## src/rtl/mac_seq.sv

```systemverilog
// rtl/mac_seq.sv - sequential signed multiply-accumulate over N_TERMS handshake beats
// Optional: MAC_SEQ_ALLOW_RESTART_EN lets start restart an accumulation in progress.
module mac_seq #(
    parameter int DATA_W   = 4,
    parameter int WEIGHT_W = 4,
    parameter int N_TERMS  = 3,
    parameter int ACC_W    = DATA_W + WEIGHT_W + $clog2(N_TERMS) + 1
) (
    input  logic                clk,
    input  logic                rst_n,
    input  logic                start,
    input  logic                in_valid,
    output logic                in_ready,
    input  logic [DATA_W-1:0]   data,
    input  logic [WEIGHT_W-1:0] weight,
    output logic [ACC_W-1:0]    S,
    output logic                done,
    output logic                busy
);

    localparam int P_W   = DATA_W + WEIGHT_W;
    // keep the counter at least one bit wide so N_TERMS=1 still elaborates
    localparam int CNT_W = (N_TERMS > 1) ? $clog2(N_TERMS) : 1;
    localparam logic [CNT_W-1:0] LAST = CNT_W'(N_TERMS - 1);

    typedef enum logic [1:0] {
        IDLE  = 2'd0,
        ACCUM = 2'd1,
        DONE  = 2'd2
    } state_t;

    state_t                 state;
    state_t                 state_nxt;
    logic [ACC_W-1:0]       acc;
    logic [CNT_W-1:0]       count;
    logic                   beat;
    logic                   restart;
    logic signed [P_W-1:0]  prod;
    logic [ACC_W-1:0]       sum;

    assign prod = P_W'($signed(data)) * P_W'($signed(weight));
    assign sum  = acc + ACC_W'(prod);

    always_ff @(posedge clk or negedge rst_n) begin
        if (!rst_n) begin
            state <= IDLE;
        end else begin
            state <= state_nxt;
        end
    end

    always_comb begin
        state_nxt = state;
        in_ready  = 1'b0;
        busy      = 1'b0;
        done      = 1'b0;
        beat      = 1'b0;
        restart   = 1'b0;
        case (state)
            IDLE: begin
                if (start) begin
                    state_nxt = ACCUM;
                end
            end
            ACCUM: begin
                in_ready = 1'b1;
                busy     = 1'b1;
`ifdef MAC_SEQ_ALLOW_RESTART_EN
                restart  = start;
`else
                restart  = 1'b0;
`endif
                // a restart discards whatever pair is offered in the same cycle
                beat = in_valid && !restart;
                if (beat && (count == LAST)) begin
                    state_nxt = DONE;
                end
            end
            DONE: begin
                done      = 1'b1;
                state_nxt = IDLE;
            end
            default: begin
                state_nxt = IDLE;
            end
        endcase
    end

    // S is loaded on the final beat so it is already valid during the DONE cycle
    always_ff @(posedge clk or negedge rst_n) begin
        if (!rst_n) begin
            acc   <= '0;
            count <= '0;
            S     <= '0;
        end else if (((state == IDLE) && start) || restart) begin
            acc   <= '0;
            count <= '0;
        end else if (beat) begin
            acc   <= sum;
            count <= count + CNT_W'(1);
            if (count == LAST) begin
                S <= sum;
            end
        end
    end

endmodule

```

## config.mk

```make
export PLATFORM = sky130hd
export DESIGN_NAME = mac_seq
export DESIGN_NICKNAME = d
export VERILOG_FILES = /design/src/rtl/mac_seq.sv
export SDC_FILE = /design/constraint.sdc
export NUM_CORES = 1
export LEC_CHECK = 0
export ABC_AREA = 1
export BUFFER_PORTS_ARGS = -buffer_cell sky130_fd_sc_hd__buf_4
export CAP_MARGIN = 10
export CORE_UTILIZATION = 30
export CTS_CLUSTER_DIAMETER = 150
export DETAILED_ROUTE_END_ITERATION = 16
export SYNTH_ARGS = -nofsm -noshare
export SYNTH_HDL_FRONTEND = slang
export SYNTH_SLANG_ARGS = --single-unit
```

## constraint.sdc

```tcl
create_clock -name clk -period 1.8 [get_ports clk]
set_input_delay 0.27 -clock clk [delete_from_list [all_inputs] [get_ports clk]]
set_output_delay 0.27 -clock clk [all_outputs]
set_load 0.02 [all_outputs]
```

; ---- Word level (Yosys, flattened, before mapping)
; Cells that the tools add are included.
[word_totals]
register_bits = 26
in_bits = 12
out_inout_bits = 14
elab_cells = 29
[classes]
add_sub_neg = 2
mul = 1
n_eq_ne = 5
n_mux = 10
bitwise = 1
n_reduce_logical = 6
[op_table]
columns = op, count
row1 = 2-to-1 mux 11 bit, 2
row2 = adder 11 bit, 1
row3 = multiplier 4 x 4 -> 8 bit, 1
row4 = 2-to-1 mux 2 bit, 4
row5 = == test 2 bit (second input constant), 2
row6 = inequality test 2 bit (second input constant), 2
row7 = case mux 2 bit (2 select lines), 1
row8 = 2-to-1 mux 1 bit, 3
row9 = AND reduction 3 bit, 1
row10 = adder 2 x 1 -> 2 bit (second input constant), 1
row11 = == test 2 x 1 -> 1 bit (second input constant), 1
row12 = logical AND 1 bit, 2
row13 = logical NOT 2 bit, 1
row14 = AND reduction 2 bit, 1
row15 = nonzero test 2 bit, 1
row16 = NOT 1 bit, 1

; ---- Logic depth before layout (Yosys ltp)
; Gate-level depths: netlist of the first run.
[depth]
ltp_word = 4
depth_mapped = 24
depth_no_buf = 24

; ---- Worst setup path after synthesis of the first run
; Ideal clock, no wire load.
[synth_path]
kind = input to register
from = input weight[3]
to = register S[10]
setup_time_ps = 117
arrival_time_ps = 4258
required_ps = 1683
slack_ps = -2576
path_stages = 22
n_path_buf = 0
path_cell_list = inv_1 -> or2_2 -> fa_1 -> fa_1 -> fa_1 -> inv_1 -> ha_1 -> fa_1 -> nand3_2 -> nand3_2 -> nand2_1 -> nand2_1 -> nand2_1 -> nand2_1 -> ha_1 -> inv_1 -> nor3_2 -> nand3_1 -> nand3_1 -> nand3_1 -> nand3_1 -> nand2_1
[synth_via]
elab_chain_len = 2
[synth_rtl]
columns = element, line_no
row1 = "start, declared", 15  ; input logic [WEIGHT_W-1:0] weight,
row2 = multiplier 4 x 4 -> 8 bit, 41  ; assign prod = P_W'($signed(data)) * P_W'($signed(weight));
row3 = adder 11 bit, 42  ; assign sum = acc + ACC_W'(prod);
row4 = "end signal, assigned", 102  ; S <= sum;
row5 = "end, declared", 16  ; output logic [ACC_W-1:0] S,
; Every way passes these cells.
; A chain may end at the register's enable or synchronous reset.

; ---- Worst setup path in the final report of the first run
; Same ends and word-level chain as after synthesis.

==> flow_metrics.tcl, run 1 <==
set metrics [dict create \
    ys_seq_area_share_pct 29.1 \
    drive_gt1_share_pct 46.2 \
    synth_edf_count 0 \
    grt_pass1_wl_microns 9470 \
    grt_usage_pct 15.3 \
    clockBufferDepth 2 \
    final_util_pct 47.6 \
    syn_nets 334 \
    cp_max_fo 4 \
    gp_congestion 0.838 \
    setup_viol 16 \
    n_antenna_cell 0 \
    fin_worst_skew_ps 10.3 \
    cellLeakagePower_nw 1.76 \
    ys_async_sr_fraction_pct 100 \
    end_kind "register" \
    post-route-min-period_ps 3920 \
    start_util_pct 31.0 \
    synth_seq_cells 26 \
    vdd.ir_drop.worst_v 0.00113 \
    ys_warn_count 0 \
    instances_no_fill 458 \
    powerDensity_mw_per_mm2 1690 \
    worst_slew_pin_slew_ps 349 \
    status "complete, but fails checks" \
    initialDrtViolationCount 19 \
    core_sq_mm 0.00721 \
    dp_cells 441 \
    grt_pass1_vias 2194 \
    syn_inst 288 \
    cts_tree "built" \
    synth_area_leaders "dfrtp_1 (29%), nand2_1 (16%), ha_1 (13%)" \
    clockRootBuffer "clkbuf_8" \
    synth_area_sq_mm 0.00224 \
    slew_viol_final 0 \
    dr.pass1.iters 4 \
    cts_num_sinks 26 \
    htreeDepth 1 \
    dp_hpwl_microns 4020 \
    fin_crit_sh_pct 218 \
    hp-class "in -> reg" \
    clkTransAtPathRegs_ps 100 \
    synth.avg_cell_area_sq_um 7.77 \
    fp.dieH_microns 88.4 \
    cp-start-kind "input port" \
    yosys-top-cells-count "nand2_1 (95), inv_1 (34), nand3_1 (27), dfrtp_1 (26), ha_1 (24)" \
    fmax_mhz 255 \
    yosys.area.top_type_share_pct 29.1 \
    worstPathArrival_ps 4080 \
    die_area_sq_mm 0.00781 \
    rows 31 \
    portBuffers 25 \
    vias 2062 \
    yosys_most_used_dff "dfrtp_1" \
    grt_max_degree 27 \
    antenna_found_initial 0 \
    ant_nets 0 \
    synth_most_common_cell "nand2_1" \
    grt-ovfl-total 0 \
    synth_cell_types 30 \
    critPathRequiredTime_ps 1970 \
    synth_area_leader_cell "dfrtp_1" \
    rsz0062_at_grt "yes" \
    clk_latency_ps 280 \
    violations "negative setup slack" \
    routedWlPerCell_microns 11.9 \
    hold_viol 0 \
    dieWidth_microns 88.4 \
    critPathKind "in -> reg" \
    layout_setup_ws_ps -2120 \
    cap_violations 0 \
    slew_headroom_pct 76.7 \
    via_per_inst 4.50 \
    cts_buffers 3 \
    area_delta_synth_final_pct 53.4 \
    num_io_pins 26 \
    final_nets 406 \
    finalWirelength_microns 5470 \
    drc 0 \
]
## worst paths after layout
| path | startpoint | to | slack (ps) | cells after the start |
|---|---|---|---|---|
| setup / recovery | weight[3] | S[10] | -2120 | 23 |
| max in group asynchronous | rst_n | acc[6] | 1110 | 2 |
| setup reg to reg | acc[0] | acc[8] | 30 | 8 |
| hold reg to reg | S[6] | S[6] | 490 | 2 |
| hold / removal | start | state[0] | 300 | 3 |
| min in group asynchronous | rst_n | S[5] | 430 | 2 |
## worst max-delay path, stage by stage
cell and delay, ps:
buf_6 70, inv_2 30, or2_4 230, fa_1 500, fa_1 430, fa_1 510
inv_2 50, ha_4 150, fa_2 380, nand3_4 90, nand3_4 70, nand2_2 60
nand2_2 70, nand2_4 100, nand2_8 80, ha_4 290, nand2_4 60, nor3_4 200
nand3_2 90, nand3_2 110, nand3_2 100, nand3_2 80, nand2_1 40
## layout make-up
type                       count  area, sq um
fill                         709         3780
multi-input combinational    214         1850
sequential                    26          651
timing repair buffer          70          547
inverter                      45          186
tap                           99          124
clock buffer                   3         41.3
clock inverter                 1         30.0
## flip-flops by register name (all words and copies together), names as in the netlist
| name | count |
|---|---|
| S | 11 |
| acc | 11 |
| count | 2 |
| state | 2 |
## metrics by stage
stage | area, sq um | setup slack [ps] | hold slack [ps] | setup TNS [ps] | total power, mW
after global placement | 2900 | -2460 | 204 | -34710 | 4.21
after global routing | 3430 | -2250 | 327 | -30790 | 6.26
after floorplan | 2380 | -2220 | -25.6 | -29380 | 3.23
final | 3430 | -2120 | 298 | -28890 | 5.79
after CTS | 3240 | -2170 | 292 | -29850 | 5.37
after detailed placement | 2900 | -2450 | 202 | -34390 | 4.24
## routing by layer
metal	wire length (microns)	part of all wire, %	GRT usage, %	vias up
met5	0	0	0	-
met4	41	0.75	3.08	0
met3	132	2.4	1.40	5
met2	2740	50	27.6	27
met1	2550	47	19.9	970
li1	-	-	-	1060
## cells by family after synthesis
logic type,count (synthesis),share of synthesized area [%]
AOI/OAI and AO/OA,29,7.83
xor gates and xnor gates,5,1.96
adders and majority gates,34,22.4
buffers and inverters,48,9.12
DFF,26,29.1
and+or+nand+nor,146,29.6
## what timing repair did
action                     4_1_cts  5_1_grt
gates resized for setup         41       35
buffers inserted                10        3
hold endpoints to repair        26        0
hold buffers                     1        0
setup endpoints to repair       18       18
pin swaps                       28       30
## power breakdown
group	switching (mW)	internal, mW	leakage (nW)
clock	0.190	0.298	0.0357
combinational	2.33	1.94	1.40
sequential	0.194	0.841	0.329
## placed cells by master, fill, tap and decap left out, types with 4 or more instances in the layout
cell     instances
inv_1           28
o21ai_2          5
nor2_2           4
ha_1            10
a21oi_2          5
fa_1             9
nand3_2         11
inv_2           11
o21ai_1          5
nand2_2         13
nor2_1           5
nand3_1         16
buf_4           64
nand2_4          4
o21ai_0          5
dfrtp_1         26
nand2_1         80
inv_4            5
ha_4            13
buf_6            5
(Power assumes the default switching activity.)
==> inputs of run 2 (changes only) <==
--- a/config.mk
+++ b/config.mk
@@ -5,12 +5,12 @@
 export SDC_FILE = /design/constraint.sdc
 export NUM_CORES = 1
 export LEC_CHECK = 0
-export ABC_AREA = 1
 export BUFFER_PORTS_ARGS = -buffer_cell sky130_fd_sc_hd__buf_4
 export CAP_MARGIN = 10
 export CORE_UTILIZATION = 30
 export CTS_CLUSTER_DIAMETER = 150
 export DETAILED_ROUTE_END_ITERATION = 16
+export MAX_ROUTING_LAYER = met4
 export SYNTH_ARGS = -nofsm -noshare
 export SYNTH_HDL_FRONTEND = slang
 export SYNTH_SLANG_ARGS = --single-unit
==> run 2 against run 1 <==
  * The flow finishes with violations (design-rule violations, negative setup slack)
  * First-iteration DRC count increased to 3.1 times the previous value
  * Design area decreased by 11%
  * Sequential power about the same
  * Worst hold slack got worse by 1.6 ps
  * Wire length decreased by 16%
  * Register-to-register slack got worse by 370 ps
  * Via count decreased by 19%
  * Synthesized area decreased by 9.3%
  * Sequential cell count unchanged
  * Non-clock buffer count increased by 3
  * Largest cell class unchanged
==> flow_metrics.tcl, run 2 <==
set metrics [dict create \
    status "complete, but fails checks" \
    violations "design-rule violations, negative setup slack" \
    die_area_sq_mm 0.00709 \
    largest_registers "S (11), acc (11)" \
    cp_slowest_cell "fa_1" \
    dpl_cell_area_sq_mm 0.00274 \
    instances_no_fill 352 \
    critPathRequiredTime_ps 2000 \
    antenna_found_initial 0 \
    synth_edf_count 0 \
    post-route-min-period_ps 4220 \
    grt_max_degree 27 \
    ant_nets 0 \
    grt_use_met2_pct 23.6 \
    synth_most_common_cell "dfrtp_1" \
    fin_worst_skew_ps 3.88 \
    ys_warn_count 0 \
    setup_viol 16 \
    grt_usage_pct 14.1 \
    cellLeakagePower_nw 1.48 \
    final_nets 323 \
    synth_area_leader_cell "dfrtp_1" \
    dp_hpwl_microns 3530 \
    slew_viol_final 0 \
    core_sq_mm 0.00642 \
    syn_inst 207 \
    synth_area_sq_mm 0.00203 \
    synth_cell_types 39 \
    fin_area_sq_mm 0.00306 \
    worst_slew_pin_slew_ps 336 \
    cp_common_cell "fa_1" \
    cts_num_sinks 26 \
    fmax_mhz 237 \
    grt_busiest_layer "met2" \
    cap_violations 0 \
    portBuffers 25 \
    final-seq-area_sq_um 651 \
    final_cell_mix "buf_4 (58), dfrtp_1 (26), nand2_1 (23)" \
    n_antenna_cell 0 \
    cp_max_fo 4 \
    dr.pass1.iters 10 \
    fillers 583 \
    gp_congestion 0.848 \
    p_total_mw 5.84 \
    grt_util_met3_pct 2.56 \
    cts_buffers 3 \
    vias 1670 \
    rsz0062_at_grt "yes" \
    final_util_pct 47.6 \
    clockRootBuffer "clkbuf_8" \
    fin_crit_sh_pct 234 \
    yosys_most_used_dff "dfrtp_1" \
    syn_nets 253 \
    ys_seq_area_share_pct 32.1 \
    met1_usage_pct 18.6 \
    yosys.area.top_type_share_pct 32.1 \
    clockBufferDepth 2 \
    powerDensity_mw_per_mm2 1910 \
    critPathKind "in -> reg" \
    drc 2 \
    hold_viol 0 \
    htreeDepth 1 \
    num_io_pins 26 \
    slew_headroom_pct 77.6 \
    rows 29 \
    synth.avg_cell_area_sq_um 9.80 \
    max_stage_delay_ps 510 \
    dieWidth_microns 84.2 \
    grt-ovfl-total 0 \
    finalWirelength_microns 4570 \
    ys_async_sr_fraction_pct 100 \
    grt_pass1_wl_microns 7940 \
    dp_cells 343 \
    yosys-top-cells-count "dfrtp_1 (26), ha_1 (24), nand2_1 (24), o21ai_0 (18), inv_1 (17)" \
    final_common_cell "buf_4" \
    fin_setup_tns_ps -28910 \
    area_delta_synth_final_pct 50.8 \
    start_util_pct 31.6 \
    routedWlPerCell_microns 13.0 \
    multiInputGateArea_sq_mm 0.00160 \
    grt_pass1_vias 1708 \
    via_per_inst 4.74 \
    drive_gt1_share_pct 45.8 \
    worstPathArrival_ps 4410 \
    cts_tree "built" \
    vdd.ir_drop.worst_v 0.000820 \
    synth_seq_cells 26 \
    fp.dieH_microns 84.2 \
    hp-class "in -> reg" \
    cp_cell_sequence "buf_6 -> nand2b_4 -> fa_1 -> fa_1 -> fa_1 -> inv_2 -> ha_4 -> fa_2 -> a21o_1 -> a21oi_2 -> xnor3_1 -> inv_2 -> buf_6 -> ha_4 -> a21o_1 -> a211oi_2 -> xnor2_2 -> or3_1 -> o21ai_1" \
    cp-start-kind "input port" \
    clkTransAtPathRegs_ps 90 \
    synth_area_leaders "dfrtp_1 (32%), ha_1 (15%), fa_1 (9.9%)" \
    end_kind "register" \
    clk_latency_ps 270 \
    initialDrtViolationCount 58 \
    layout_setup_ws_ps -2420 \
]
==> run 2: routing by layer <==
layer / share of wire [%] / up-vias / wire length (microns)
li1: - / 842 / -
met4: 1.3 / 0 / 59
met5: 0 / - / 0
met2: 51 / 19 / 2350
met3: 2.3 / 6 / 104
met1: 45 / 803 / 2060
==> run 2: final cells by class <==
type	instances	area share (%)
Clock buffer	3	1.35
Sequential cell	26	21.3
Tap cell	77	3.15
Timing Repair Buffer	73	19.7
Multi-Input combinational cell	156	52.4
Inverter	17	2.17
==> run 2: where the power goes <==
part	total (mW)	internal [mW]	leakage [nW]	switching [mW]
sequential	1.04	0.853	0.327	0.190
combinational	4.47	2.33	1.13	2.14
clock	0.324	0.150	0.0216	0.174
total	5.84	3.33	1.48	2.51
==> run 2: timing repair <==
action / in CTS / in global routing
hold buffers: 1 / 0
resized for setup: 39 / 17
buffers inserted: 9 / 4
endpoints found under the setup margin: 18 / 19
pin swaps: 20 / 19
hold endpoints to repair: 26 / 0
==> run 2: path summary, 6_finish.rpt <==
kind                            end  slack (ps)      from  cells past startpoint
setup / recovery            acc[10]       -2420   data[0]                     19
hold / removal             state[0]         300  in_valid                      2
setup reg to reg            acc[10]        -340    acc[0]                      8
hold reg to reg                S[0]         480      S[0]                      2
max in group asynchronous  count[1]        1100     rst_n                      2
min in group asynchronous      S[7]         440     rst_n                      2
==> run 2: logic make-up (layout without fill, tap and decap cells) <==
logic type | count (synthesis) | after routing | synth area share, %
AO/OA/AOI/OAI | 54 | 54 | 16.7
XOR/XNOR | 16 | 16 | 7.96
adder cells (fa/ha/maj) | 34 | 34 | 24.7
buffers and inverters | 25 | 93 | 5.37
AND/OR/NAND/NOR | 49 | 49 | 11.7
flip-flops | 26 | 26 | 32.1
multiplexers | 3 | 3 | 1.54
==> run 2: worst max-delay path: cells and delay by family <==
family          cells  cell delay [ps]
compound gates      5              810
xor+xnor            2              380
fa+ha+maj           6             2140
buf+inv             4              400
simple gates        2              440
==> run 2: per-stage QoR <==
step	worst slack [ps]	hold WS [ps]
6_report	-2420	296
3_3_place_gp	-2650	197
5_1_grt	-2640	305
2_1_floorplan	-2460	-25.6
3_5_place_dp	-2710	202
4_1_cts	-2370	296
